===== config.mk =====
export PLATFORM = sky130hd
export DESIGN_NAME = ula_multiciclo
export DESIGN_NICKNAME = d
export VERILOG_FILES = /design/src/rtl/ula_multiciclo.sv
export SDC_FILE = /design/constraint.sdc
export NUM_CORES = 1
export LEC_CHECK = 0
export CORE_UTILIZATION = 60
export DETAILED_ROUTE_END_ITERATION = 10
export PLACE_DENSITY_LB_ADDON = 0.25
export SYNTH_ARGS = -nofsm -noshare
export SYNTH_HDL_FRONTEND = slang
export SYNTH_SLANG_ARGS = --single-unit

===== constraint.sdc =====
create_clock -name clk -period 16.6 [get_ports clk]
set_input_delay 4.15 -clock clk [delete_from_list [all_inputs] [get_ports clk]]
set_output_delay 4.15 -clock clk [all_outputs]
set_load 0.02 [all_outputs]

===== src/rtl/ula_multiciclo.sv =====
// rtl/ula_multiciclo.sv - handshaked WIDTH-bit ALU with iterative shift-add multiply
// Holds one op in flight; single-cycle ops can issue back-to-back while the previous result retires.
module ula_multiciclo #(
    parameter int WIDTH      = 32,
    parameter bit ENABLE_MUL = 1'b1
) (
    input  logic             clk,
    input  logic             reset,
    input  logic             in_valid,
    output logic             in_ready,
    input  logic [WIDTH-1:0] a,
    input  logic [WIDTH-1:0] b,
    input  logic [2:0]       controle,
    output logic             out_valid,
    input  logic             out_ready,
    output logic [WIDTH-1:0] result,
    output logic             zero,
    output logic             overflow,
    output logic             carry,
    output logic             negative,
    output logic             busy
);

    localparam int CW = $clog2(WIDTH);

    typedef enum logic [1:0] {S_IDLE, S_MUL, S_DONE} state_t;

    state_t             state_q, state_d;
    logic [WIDTH-1:0]   result_q, result_d;
    logic               ovf_q, ovf_d;
    logic               cy_q, cy_d;
    logic [2*WIDTH-1:0] acc_q, acc_d;
    logic [2*WIDTH-1:0] mcand_q, mcand_d;
    logic [WIDTH-1:0]   mplier_q, mplier_d;
    logic [CW-1:0]      cnt_q, cnt_d;

    logic [WIDTH:0]     add_sum, sub_sum;
    logic               add_ovf, sub_ovf;
    logic [WIDTH-1:0]   alu_res;
    logic               alu_ovf, alu_cy;
    logic [2*WIDTH-1:0] acc_step;
    logic               is_mul;

    // Subtraction is a + ~b + 1 so its carry-out is the no-borrow flag.
    always_comb begin
        add_sum = {1'b0, a} + {1'b0, b};
        sub_sum = {1'b0, a} + {1'b0, ~b} + {{WIDTH{1'b0}}, 1'b1};
        add_ovf = (a[WIDTH-1] == b[WIDTH-1]) && (add_sum[WIDTH-1] != a[WIDTH-1]);
        sub_ovf = (a[WIDTH-1] != b[WIDTH-1]) && (sub_sum[WIDTH-1] == b[WIDTH-1]);
    end

    always_comb begin
        alu_res = '0;
        alu_ovf = 1'b0;
        alu_cy  = 1'b0;
        case (controle)
            3'b000: begin
                alu_res = add_sum[WIDTH-1:0];
                alu_ovf = add_ovf;
                alu_cy  = add_sum[WIDTH];
            end
            3'b001: begin
                alu_res = sub_sum[WIDTH-1:0];
                alu_ovf = sub_ovf;
                alu_cy  = sub_sum[WIDTH];
            end
            3'b010: alu_res = a & b;
            3'b011: alu_res = a | b;
            3'b100: alu_res = {{(WIDTH-1){1'b0}}, sub_sum[WIDTH-1] ^ sub_ovf};
            3'b101: alu_res = a ^ b;
            3'b110: alu_res = '0;
            default: alu_res = ~(a | b);
        endcase
    end

    assign is_mul   = ENABLE_MUL && (controle == 3'b110);
    assign acc_step = mplier_q[0] ? (acc_q + mcand_q) : acc_q;

    always_comb begin
        state_d   = state_q;
        result_d  = result_q;
        ovf_d     = ovf_q;
        cy_d      = cy_q;
        acc_d     = acc_q;
        mcand_d   = mcand_q;
        mplier_d  = mplier_q;
        cnt_d     = cnt_q;
        in_ready  = 1'b0;
        out_valid = 1'b0;
        busy      = 1'b0;

        case (state_q)
            S_IDLE: in_ready = 1'b1;
            S_MUL: begin
                busy     = 1'b1;
                acc_d    = acc_step;
                mcand_d  = mcand_q << 1;
                mplier_d = mplier_q >> 1;
                cnt_d    = cnt_q + 1'b1;
                if (cnt_q == CW'(WIDTH - 1)) begin
                    state_d  = S_DONE;
                    result_d = acc_step[WIDTH-1:0];
                    ovf_d    = |acc_step[2*WIDTH-1:WIDTH];
                    cy_d     = 1'b0;
                end
            end
            S_DONE: begin
                out_valid = 1'b1;
                in_ready  = out_ready;
                if (out_ready) state_d = S_IDLE;
            end
            default: state_d = S_IDLE;
        endcase

        if (in_valid && in_ready) begin
            if (is_mul) begin
                state_d  = S_MUL;
                acc_d    = '0;
                mcand_d  = {{WIDTH{1'b0}}, a};
                mplier_d = b;
                cnt_d    = '0;
            end else begin
                state_d  = S_DONE;
                result_d = alu_res;
                ovf_d    = alu_ovf;
                cy_d     = alu_cy;
            end
        end
    end

    always_ff @(posedge clk) begin
        if (reset) begin
            state_q  <= S_IDLE;
            result_q <= '0;
            ovf_q    <= 1'b0;
            cy_q     <= 1'b0;
            acc_q    <= '0;
            mcand_q  <= '0;
            mplier_q <= '0;
            cnt_q    <= '0;
        end else begin
            state_q  <= state_d;
            result_q <= result_d;
            ovf_q    <= ovf_d;
            cy_q     <= cy_d;
            acc_q    <= acc_d;
            mcand_q  <= mcand_d;
            mplier_q <= mplier_d;
            cnt_q    <= cnt_d;
        end
    end

    assign result   = result_q;
    assign zero     = (result_q == '0);
    assign negative = result_q[WIDTH-1];
    assign overflow = ovf_q;
    assign carry    = cy_q;

endmodule


# == Word-level counts from Yosys, hierarchy flattened ==
# Cells that the tools add are included.
# totals
elab_cells,79
register_bits,201
# classes
n_eq_ne,16
n_reduce_logical,8
muxes,36
n_bitwise,6
n_addsub,5
# ops
cell,n
64-bit two-way mux,7
32-bit two-way mux,7
32-bit case mux with 6 select lines,1
32-bit by 32-bit adder with 33-bit output,2
64-bit adder,1
32-bit NOT,2
33-bit by 1-bit adder with 33-bit output (second input constant),1
32-bit AND,1
32-bit logical NOT,1
32-bit OR,1
32-bit OR reduction,1
32-bit bitwise XOR,1
5-bit two-way mux,3
1-bit two-way mux,10
3-bit == test (second input constant),3
2-bit two-way mux,4
3-bit by 2-bit == test with 1-bit output (second input constant),2
3-bit != test (second input constant),2
1-bit case mux with 2 select lines,3
2-bit case mux with 3 select lines,1
5-bit by 1-bit adder with 5-bit output (second input constant),1
5-bit == test (second input constant),1
3-bit by 1-bit == test with 1-bit output (second input constant),1
1-bit logical AND,3
other kinds (9),11

# == Longest topological paths before layout ==
# depth
depth_word,9
ltp_mapped,21

# == Worst setup path after synthesis ==
# OpenSTA, ideal clock, no wires.
# synth_path
path_type,input to output
start,input out_ready
end,output in_ready
path_stages,2
required_ns,12.450
arrival_ns,4.518
path_buffers,0
path_slack_ns,7.932
cell_sequence,nor2b_1 nor2_1
# synth_between
elab_chain_len,1
# synth_rtl
element,line_no,rtl
"start, declared",15,"input logic out_ready,"
1-bit case mux with 2 select lines,92,case (state_q)
"end, declared",10,"output logic in_ready,"
# No other way between the ends.

# == Worst setup path in the final report ==
# Ends and elaborated chain as after synthesis.

==> results_dict.tcl <==
set metrics [dict create \
    synth_area_in_adders 0.118 \
    grt_start_max_net_pins 102 \
    cts_num_sinks 201 \
    total_area_of_multi_input_combinational_cells_um2 12500 \
    postRouteAntennaNets 0 \
    crit_family "buffers and inverters" \
    cp_common_cell "clkdlybuf4s50_1" \
    critPathBufInv 2 \
    ctsRootBufferMaster "clkbuf_16" \
    hold_violations 0 \
    dp.final_hpwl_mm 45.1 \
    max-vdd-ir-drop_mv 0.0768 \
    post_synth_and_or_nand_nor_area_fraction 0.210 \
    synth_cell_type_count 92 \
    drt_wl_total_mm 62.2 \
    first_global_vias 17800 \
    cts_tree "built" \
    synth_compound_gate_area_share 0.313 \
    count_of_instances_resized_after_the_clock_tree_is_built 0 \
    routed_via_density 6.63 \
    hp-class "flop to flop" \
    seq_power_share 0.367 \
    syn_to_final_growth_pct 10.2 \
    floorplan.initialDensity 0.614 \
    post-route-period-util 0.584 \
    fin_tns_setup_ns 0 \
    postSynth.asyncResetShare 0 \
    max_slew_violation_total_from_the_final_report 0 \
    globalplace.congestion 0.991 \
    ys.flop_type "dfxtp_1" \
    std_cell_rows 62 \
    die_width_um 174 \
    post_synth_instance_area_um2 17800 \
    main_combinational_cell_family_by_area_after_synthesis "compound AO/OA/AOI/OAI gates" \
    worst_setup_hold_path_clk_slew_ns 0.06 \
    worst-path-max-fanout 3 \
    critical_path_s_largest_stage_delay_ns 0.65 \
    core_region_area_um2 28900 \
    num_io_pins 110 \
    drive_above_1_share 0.0406 \
    ctsHtreeMaxLevel 1 \
    drc_errors 0 \
    hold_buffers 0 \
    dr.pass1.iters 6 \
    clkLatencyLatePin_ns 0.56 \
    leading_cell_type_in_the_layout_fill_and_taps_excluded "nand2_1" \
    worst-r2r-cell-count 16 \
    grtUsageTotal 0.395 \
    timing.setup.critical_path_class "primary input to output pin" \
    number_of_buffers_on_the_longest_clock_path 3 \
    diodes 0 \
    slew_headroom 0.178 \
    synth.area.mux_share 0.0215 \
    reg_area_um2 4030 \
    antenna_found_initial 1 \
    timing.critical_path.required_ns 12.45 \
    r2r-end "overflow" \
    cpMaxStageDelayCell "clkdlybuf4s50_1" \
    period_minus_slack_ns 9.70 \
    clockPowerShare 0.397 \
    post-place-ws_ns 6.95 \
    average_wire_length_per_cell_after_detail_routing_um 21.7 \
    timing.hold.worst_endpoint "mcand_q[63]" \
    globalRoute.totalOverflow 0 \
    yosys.area_share.xor_xnor 0.0419 \
    numCtsBuffers 25 \
    power_switching_mw 0.463 \
    worstPathCellList "clkdlybuf4s50_1 -> nor2b_1 -> nor2_1 -> clkdlybuf4s50_1" \
    maxCapViolations 0 \
    rrSetupSlack_ns 11.26 \
    synthesis.nets 2724 \
    switching_share 0.327 \
    yosys_warnings 0 \
    dr_total_vias 19000 \
    die_area_um2 30300 \
    die_height_um 174 \
    comb_power_share 0.236 \
    worst_pin_slew_ns 1.20 \
    skew_ns 0.0146 \
    final-setup-viol-count 0 \
    internal_power_mw 0.953 \
    critical_path.endpoint_type "output pin" \
    average_size_of_a_mapped_cell_um2 7.14 \
    hold-worst-slack_ns 0.473 \
    crit-reg2reg-launch "mcand_q[0]" \
    layout.cells.most_common_list "nand2_1 (381), nor2_1 (269), a21oi_1 (255)" \
    timing.critical_path.depth 4 \
    p_per_area_nw_per_um2 72.3 \
    timing.critical_path.arrival_ns 5.55 \
    holdPathStages 2 \
    grt_setup_unrepaired "false" \
    ys_seq_area_frac 0.226 \
    finalNetCount 2702 \
    crit_path_start_kind "primary input" \
    p_leak_nw 7.46 \
    input_output_buffers 109 \
    timing.hold.worst.start "mcand_q[63]" \
    grt_pass1_wl_mm 96.9 \
    synth_enable_flop_cells 0 \
    result_of_the_run "finished clean" \
    total_power_mw 1.42 \
    initialDrtViolationCount 2169 \
    fmax_mhz 103 \
    netlist_instances 2488 \
    final_critical_path_setup_slack_ns 6.90 \
    synth-seq-cells 201 \
    filler_cells 2472 \
    cts_post_setup_buffers_inserted 0 \
]
## cells by family after synthesis
family / Yosys count
compound gates: 833
xor+xnor: 85
fa+ha+maj: 165
buf+inv: 301
flops: 201
mux: 38
simple gates: 865
## routing by layer
layer	track usage	wire, um	vias to the layer above	part of all wire
li1	-	-	8937	-
met4	0.159	2530	2	0.041
met2	0.642	27900	1039	0.45
met5	0	13	-	0.00021
met3	0.0669	6010	179	0.097
met1	0.519	25700	8870	0.41
## how the worst max path moves through the flow
stage               slack, ns  startpoint       end
floorplan                7.93   out_ready  in_ready
global placement         7.01   out_ready  in_ready
detailed placement       6.95   out_ready  in_ready
CTS                      6.95   out_ready  in_ready
global route             6.90   out_ready  in_ready
finish                   6.90   out_ready  in_ready
## worst register-to-register path, cell delays in order (launching register included)
cell       delay, ns
dfxtp_1         0.36
ha_1            0.24
inv_1           0.10
fa_1            0.41
nand2b_1        0.19
a21oi_1         0.28
o21ai_0         0.27
a31oi_1         0.50
nand4_1         0.21
nand3_1         0.11
nor4_1          0.05
a2111oi_0       1.02
o2111a_1        0.32
and3_2          0.17
nand4_1         0.09
a2111oi_1       0.64
a41oi_1         0.23
## Yosys cell counts (19+ instances only)
library cell,count,share of area
ha_1,161,0.11
nor4_1,20,0.0070
clkbuf_1,149,0.031
o21bai_1,33,0.014
o22ai_1,25,0.0088
nor2_1,270,0.057
nand4_1,41,0.014
a311oi_1,68,0.034
nand3_1,32,0.0090
nor3_1,39,0.011
dfxtp_1,201,0.23
a221oi_1,21,0.010
inv_1,116,0.025
a211oi_1,56,0.024
xor2_1,26,0.013
o21ai_0,128,0.036
a21o_1,50,0.021
o211ai_1,28,0.012
a31oi_1,25,0.0088
nand2_1,381,0.080
mux2i_1,37,0.021
a21oi_1,255,0.072
o21a_1,19,0.0080
xnor2_1,59,0.029
## power by group through the flow
stage	registers [mW]	logic (mW)	clock network [mW]
3_3_place_gp	0.529	0.319	0
6_report	0.519	0.334	0.563
2_1_floorplan	0.530	0.207	0
5_1_grt	0.520	0.358	0.584
4_1_cts	0.518	0.325	0.563
3_5_place_dp	0.529	0.323	0
## flip-flops by register name, summed over array words and instances, names as in the netlist
signal	cells
overflow	1
cnt_q	5
mplier_q	32
mcand_q	64
result	32
state_q	2
acc_q	64
carry	1
## through the flow
step	area [um^2]	cells	util
2_1_floorplan	17800	2488	-
3_3_place_gp	18700	2823	0.648
3_5_place_dp	18700	2823	0.648
4_1_cts	19600	2869	0.676
5_1_grt	19600	2869	0.676
6_report	19600	2869	0.676
## cell type report
| cell class | instances | area share |
|---|---|---|
| clock inverters | 14 | 0.00901 |
| well taps | 384 | 0.0245 |
| inverters | 121 | 0.0233 |
| clock buffers | 32 | 0.0333 |
| flip-flops and latches | 201 | 0.206 |
| multi-input cells | 1986 | 0.640 |
| repair buffers | 131 | 0.0635 |
(Power assumes the default switching activity.)
==> variant 1, RTL diff (same flow settings) <==
Change the parameter `ENABLE_MUL` from 1'b1 to 1'b0.
--- a/src/rtl/ula_multiciclo.sv
+++ b/src/rtl/ula_multiciclo.sv
@@ -3,5 +3,5 @@
 module ula_multiciclo #(
     parameter int WIDTH      = 32,
-    parameter bit ENABLE_MUL = 1'b1
+    parameter bit ENABLE_MUL = 1'b0
 ) (
     input  logic             clk,
Function: changed (a bounded check fails within 4 cycles, from zero or initial values and one cycle with reset high).
==> variant 1 against the unedited design <==
- critical path depth fell by 1
- utilization rose by 4.7 points
- wire length fell by 64%
- clock power fell by 82%
- global-route usage fell by 3.2 points
- synthesized area fell by 61%
- final area fell by 59%
- sequential cell count fell by 166
- total power fell by 68%
- setup slack improved by 0.19 ns
- first-iteration DRC count fell by 60%
- critical endpoint unchanged
- highest routed layer is now met4
==> variant 1: results (changes against the unedited design) <==
| Metric | Value |
|---|---|
| Leak | 3.479 nW (-53%) |
| Crit path DAT | 5.35 ns (-0.20 ns) |
| Slew at the pin closest to its max-slew limit | 1.205 ns (+0.003032 ns) |
| Max rail drop VDD | 0.04890 mV (-36%) |
| Share of layout cells above drive strength 1 | 0.03961 (-0.001030) |
| Ranking of synthesized cells by area | ha_1 20%, dfxtp_1 10%, a21oi_1 7.3% |
| Syn_nets | 1158 (-57%) |
| DP Area | 0.007825 sq mm (-58%) |
| Synth top cells by count | 111 x ha_1, 107 x inv_1, 101 x a21oi_1 |
| Status | completed |
| Pin count of the biggest net entering global routing | 74 (-27%) |
| Global placement routability congestion | 1.019 (+2.8%) |
| DR iter-0 viols | 863 (-60%) |
| Sequential fraction of the synthesis area | 0.1012 (-0.1253) |
| Final wirelength | 22100 microns (-64%) |
| Pre-CTS setup slack | 7.085 ns (+0.1337 ns) |
| Total number of vias | 7617 (-60%) |
| Global-route wire length before repair | 34120 microns (-65%) |
| Fillers | 923 (-63%) |
| CTS H-tree depth | 2 (+1) |
| Gr usage total | 0.3632 (-0.03220) |
| Path depth of the worst reg2reg path | 5 (-11) |
| Initial antenna violation count | 0 (-1) |
| CTS buffer count | 5 (-80%) |
| Fin Clk Skew | 0.002632 ns (-0.01201 ns) |
| Crit Path Max Fanout | 4 (+1) |
| Clock Tree Buf Depth | 2 (-1) |
variant 1: cell count changes in the layout (fill, tap and decap cells not counted), sizes merged, moves of 30 or more:
cell | unedited run | this run
dfxtp | 201 | 35
nand2 | 381 | 48
a311oi | 68 | 2
a211oi | 59 | 19
nand4 | 41 | 8
a21oi | 256 | 101
ha | 161 | 111
a21o | 50 | 15
o21ai | 133 | 87
mux2i | 37 | 7
xnor2 | 59 | 28
nor2 | 270 | 84
variant 1: metrics by stage:
step	utilization	instances
after global routing	0.7236	1175
after detailed placement	0.7094	1167
final	0.7236	1175
after floorplan	-	973
after CTS	0.7236	1175
after global placement	0.7094	1167
variant 1: metal layers:
| metal | GRT usage | vias up | routed length [microns] |
|---|---|---|---|
| met5 | 0 | - | 0 |
| met1 | 0.4860 | 3441 | 9213 |
| met2 | 0.5854 | 503 | 9741 |
| met4 | 0.1486 | 0 | 784 |
| met3 | 0.04861 | 64 | 2355 |
| li1 | - | 3609 | - |
variant 1: cells by family (layout without fill, tap and decap cells):
| logic type | count (synthesis) | in the layout | share of synthesized area |
|---|---|---|---|
| xor+xnor | 30 | 30 | 0.03795 |
| compound gates | 365 | 365 | 0.3459 |
| other cells | 1 | 1 | 0.0005416 |
| simple gates | 245 | 245 | 0.1733 |
| fa+ha+maj | 114 | 114 | 0.2093 |
| flops | 35 | 35 | 0.1012 |
| mux | 8 | 8 | 0.01175 |
| buf+inv | 175 | 237 | 0.1202 |
variant 1: critical path, cell delays in order:
cell and delay (ns):
clkdlybuf4s50_1 0.44, nand2b_1 0.14, clkdlybuf4s50_1 0.61
variant 1: area by class of cell:
type	count	area share
sequential	35	0.08779
timing repair buffer	118	0.1430
clock buffer	8	0.01960
tap	140	0.02195
multi-input combinational	763	0.6755
inverter	111	0.05220
variant 1: path summary, 6_finish.rpt:
kind              startpoint  slack [ns]    endpoint
setup / recovery   out_ready        7.10    in_ready
hold / removal     result[3]        0.48   result[3]
setup reg to reg  state_q[1]       14.69  result[19]
hold reg to reg    result[3]        0.48   result[3]
variant 1: power groups by stage:
stage	clock [W]	combinational [W]	sequential (W)
6_report	0.000103	0.000245	0.0000978
5_1_grt	0.000106	0.000266	0.0000982
4_1_cts	0.000102	0.000239	0.0000974
3_5_place_dp	0	0.000238	0.0000992
3_3_place_gp	0	0.000236	0.0000992
2_1_floorplan	0	0.000161	0.000105
==> variant 2, RTL diff (same settings) <==
Made on the original files. Register the output `overflow` once more; this adds one clock of latency there. The other outputs are not delayed to match.
--- a/src/rtl/ula_multiciclo.sv
+++ b/src/rtl/ula_multiciclo.sv
@@ -154,5 +154,7 @@
     assign zero     = (result_q == '0);
     assign negative = result_q[WIDTH-1];
-    assign overflow = ovf_q;
+    always_ff @(posedge clk) begin
+        overflow <= ovf_q;
+    end
     assign carry    = cy_q;
 
Check against the original RTL: not equivalent (Yosys sat finds a counterexample within 4 cycles, from zero or initial values and one cycle with reset high).
==> variant 2 against the unedited design <==
- setup slack improved by 0.027 ns
- total power about the same
- critical endpoint unchanged
- via count increased by 0.29%
- sequential cell count up 1
- synthesized area increased by 0.11%
- largest cell class unchanged
- largest power group unchanged
- the flow now finishes with violations (DRC)
- final area hardly changed
- wire length fell by 0.79%
==> variant 2: results (changes against the unedited design) <==
| Metric | Value |
|---|---|
| Worst-skew pair later-pin latency | 0.56 ns (about the same) |
| CTS resizes | 0 (unchanged) |
| Syn_nets | 2725 (+0.037%) |
| Largest registers | acc_q: 64 flops, mcand_q: 64 flops |
| Async set or reset register ratio after synthesis | 0 (unchanged) |
| Layout Cells excl Fill | 2869 (unchanged) |
| Slew Limit Headroom | 0.2115 (+0.03349) |
| Fin Clk Skew | 0.01238 ns (-0.002262 ns) |
| Synth Flop Type | dfxtp_1 |
| Ranking of synthesized cells by area | dfxtp_1 23%, ha_1 11%, nand2_1 8.0% |
| Failing checks | DRC |
| Initial antenna violation count | 0 (-1) |
| Post-synthesis cell type count | 92 (unchanged) |
| Drt pass-1 iters | 10 (+4) |
| Max rail drop VDD | 0.07753 mV (+0.91%) |
| Antenna cell count | 0 (unchanged) |
| Sequential fraction of the synthesis area | 0.2273 (+0.0008706) |
| CTS root buffer | clkbuf_16 |
| Global-route wire length before repair | 95850 microns (-1.1%) |
| Gr usage total | 0.3916 (-0.003773) |
| Share of layout cells above drive strength 1 | 0.04064 (unchanged) |
| I/O Buffers | 109 (unchanged) |
| Synth warn | 0 (unchanged) |
| WL per Instance | 21.51 microns (-0.79%) |
| Drt drc | 1 (+1) |
| Pin count of the biggest net entering global routing | 102 (unchanged) |
| Syn Area/Cell | 7.146 sq um (about the same) |
| Hold Path Class | flop to flop |
| Vias in the first global route | 17620 (-1.2%) |
| Clock Tree Buf Depth | 3 (unchanged) |
| HPWL Detailed | 44510 microns (-1.2%) |
| DR iter-0 viols | 2349 (+8.3%) |
| Postcts setup bufs | 0 (unchanged) |
| Status | complete, but fails checks |
| Fillers | 2443 (-1.2%) |
| Global placement routability congestion | 1.009 (+1.7%) |
| Leak | 7.464 nW (about the same) |
| CTS buffer count | 25 (unchanged) |
| Synth top cells by count | 381 x nand2_1, 270 x nor2_1, 255 x a21oi_1 |
| Crit path DAT | 5.52 ns (-0.03 ns) |
| Crit Path Max Fanout | 3 (unchanged) |
| Total number of vias | 19080 (+0.29%) |
| Pre-CTS setup slack | 6.967 ns (+0.01603 ns) |
| Clk pin slew, worst setup/hold paths | 0.06 ns (about the same) |
| CTS H-tree depth | 1 (unchanged) |
| Placed instance count | 2823 (unchanged) |
-- variant 2: changes by cell type after synthesis, sizes merged --
cell   before  now
dfxtp     201  202
-- variant 2: critical path, stage by stage --
cell and delay, ns:
clkdlybuf4s50_1 0.49, nor2b_1 0.07, nor2_1 0.16, clkdlybuf4s50_1 0.64
-- variant 2: stage by stage --
step / power (W) / instance area (sq um) / hold WS, ns
6_report: 0.001415 / 19580 / 0.4283
5_1_grt: 0.001460 / 19580 / 0.4279
4_1_cts: 0.001405 / 19580 / 0.4142
3_5_place_dp: 0.0008531 / 18760 / 0.4104
3_3_place_gp: 0.0008500 / 18760 / 0.4011
2_1_floorplan: 0.0007397 / 17790 / 0.3522
-- variant 2: final timing paths --
check | from | to | slack (ns) | cells past startpoint
worst max-delay path | out_ready | in_ready | 6.93 | 4
worst min-delay path | ovf_q | overflow | 0.43 | 0
worst max register to register | mcand_q[0] | ovf_q | 11.38 | 16
worst min register to register | ovf_q | overflow | 0.43 | 0
-- variant 2: logic make-up (layout without fill, tap and decap cells) --
| group | Yosys count | after routing | share of synthesized area |
|---|---|---|---|
| fa+ha+maj | 165 | 165 | 0.1178 |
| compound gates | 833 | 833 | 0.3123 |
| flops | 202 | 202 | 0.2273 |
| xor+xnor | 85 | 85 | 0.04185 |
| simple gates | 865 | 865 | 0.2096 |
| mux | 38 | 38 | 0.02145 |
| buf+inv | 301 | 297 | 0.06971 |
-- variant 2: metal layers --
| metal | up-vias | global-route usage | wire length [microns] |
|---|---|---|---|
| li1 | 8943 | - | - |
| met1 | 8976 | 0.5137 | 25700 |
| met2 | 975 | 0.6305 | 27510 |
| met3 | 189 | 0.07721 | 5971 |
| met4 | 0 | 0.1531 | 2538 |
| met5 | - | 0 | 0 |
-- variant 2: layout make-up --
cell class,instances,area share
Multi-Input combinational cell,1986,0.6403
Sequential cell,202,0.2067
Timing Repair Buffer,130,0.06314
Clock buffer,34,0.03521
Tap cell,384,0.02454
Inverter,121,0.02333
Clock inverter,12,0.006774
-- variant 2: power breakdown --
part | switching (W) | total [W] | internal [W]
sequential | 0.0000198 | 0.000522 | 0.000502
combinational | 0.000208 | 0.000334 | 0.000125
clock | 0.000235 | 0.000559 | 0.000324
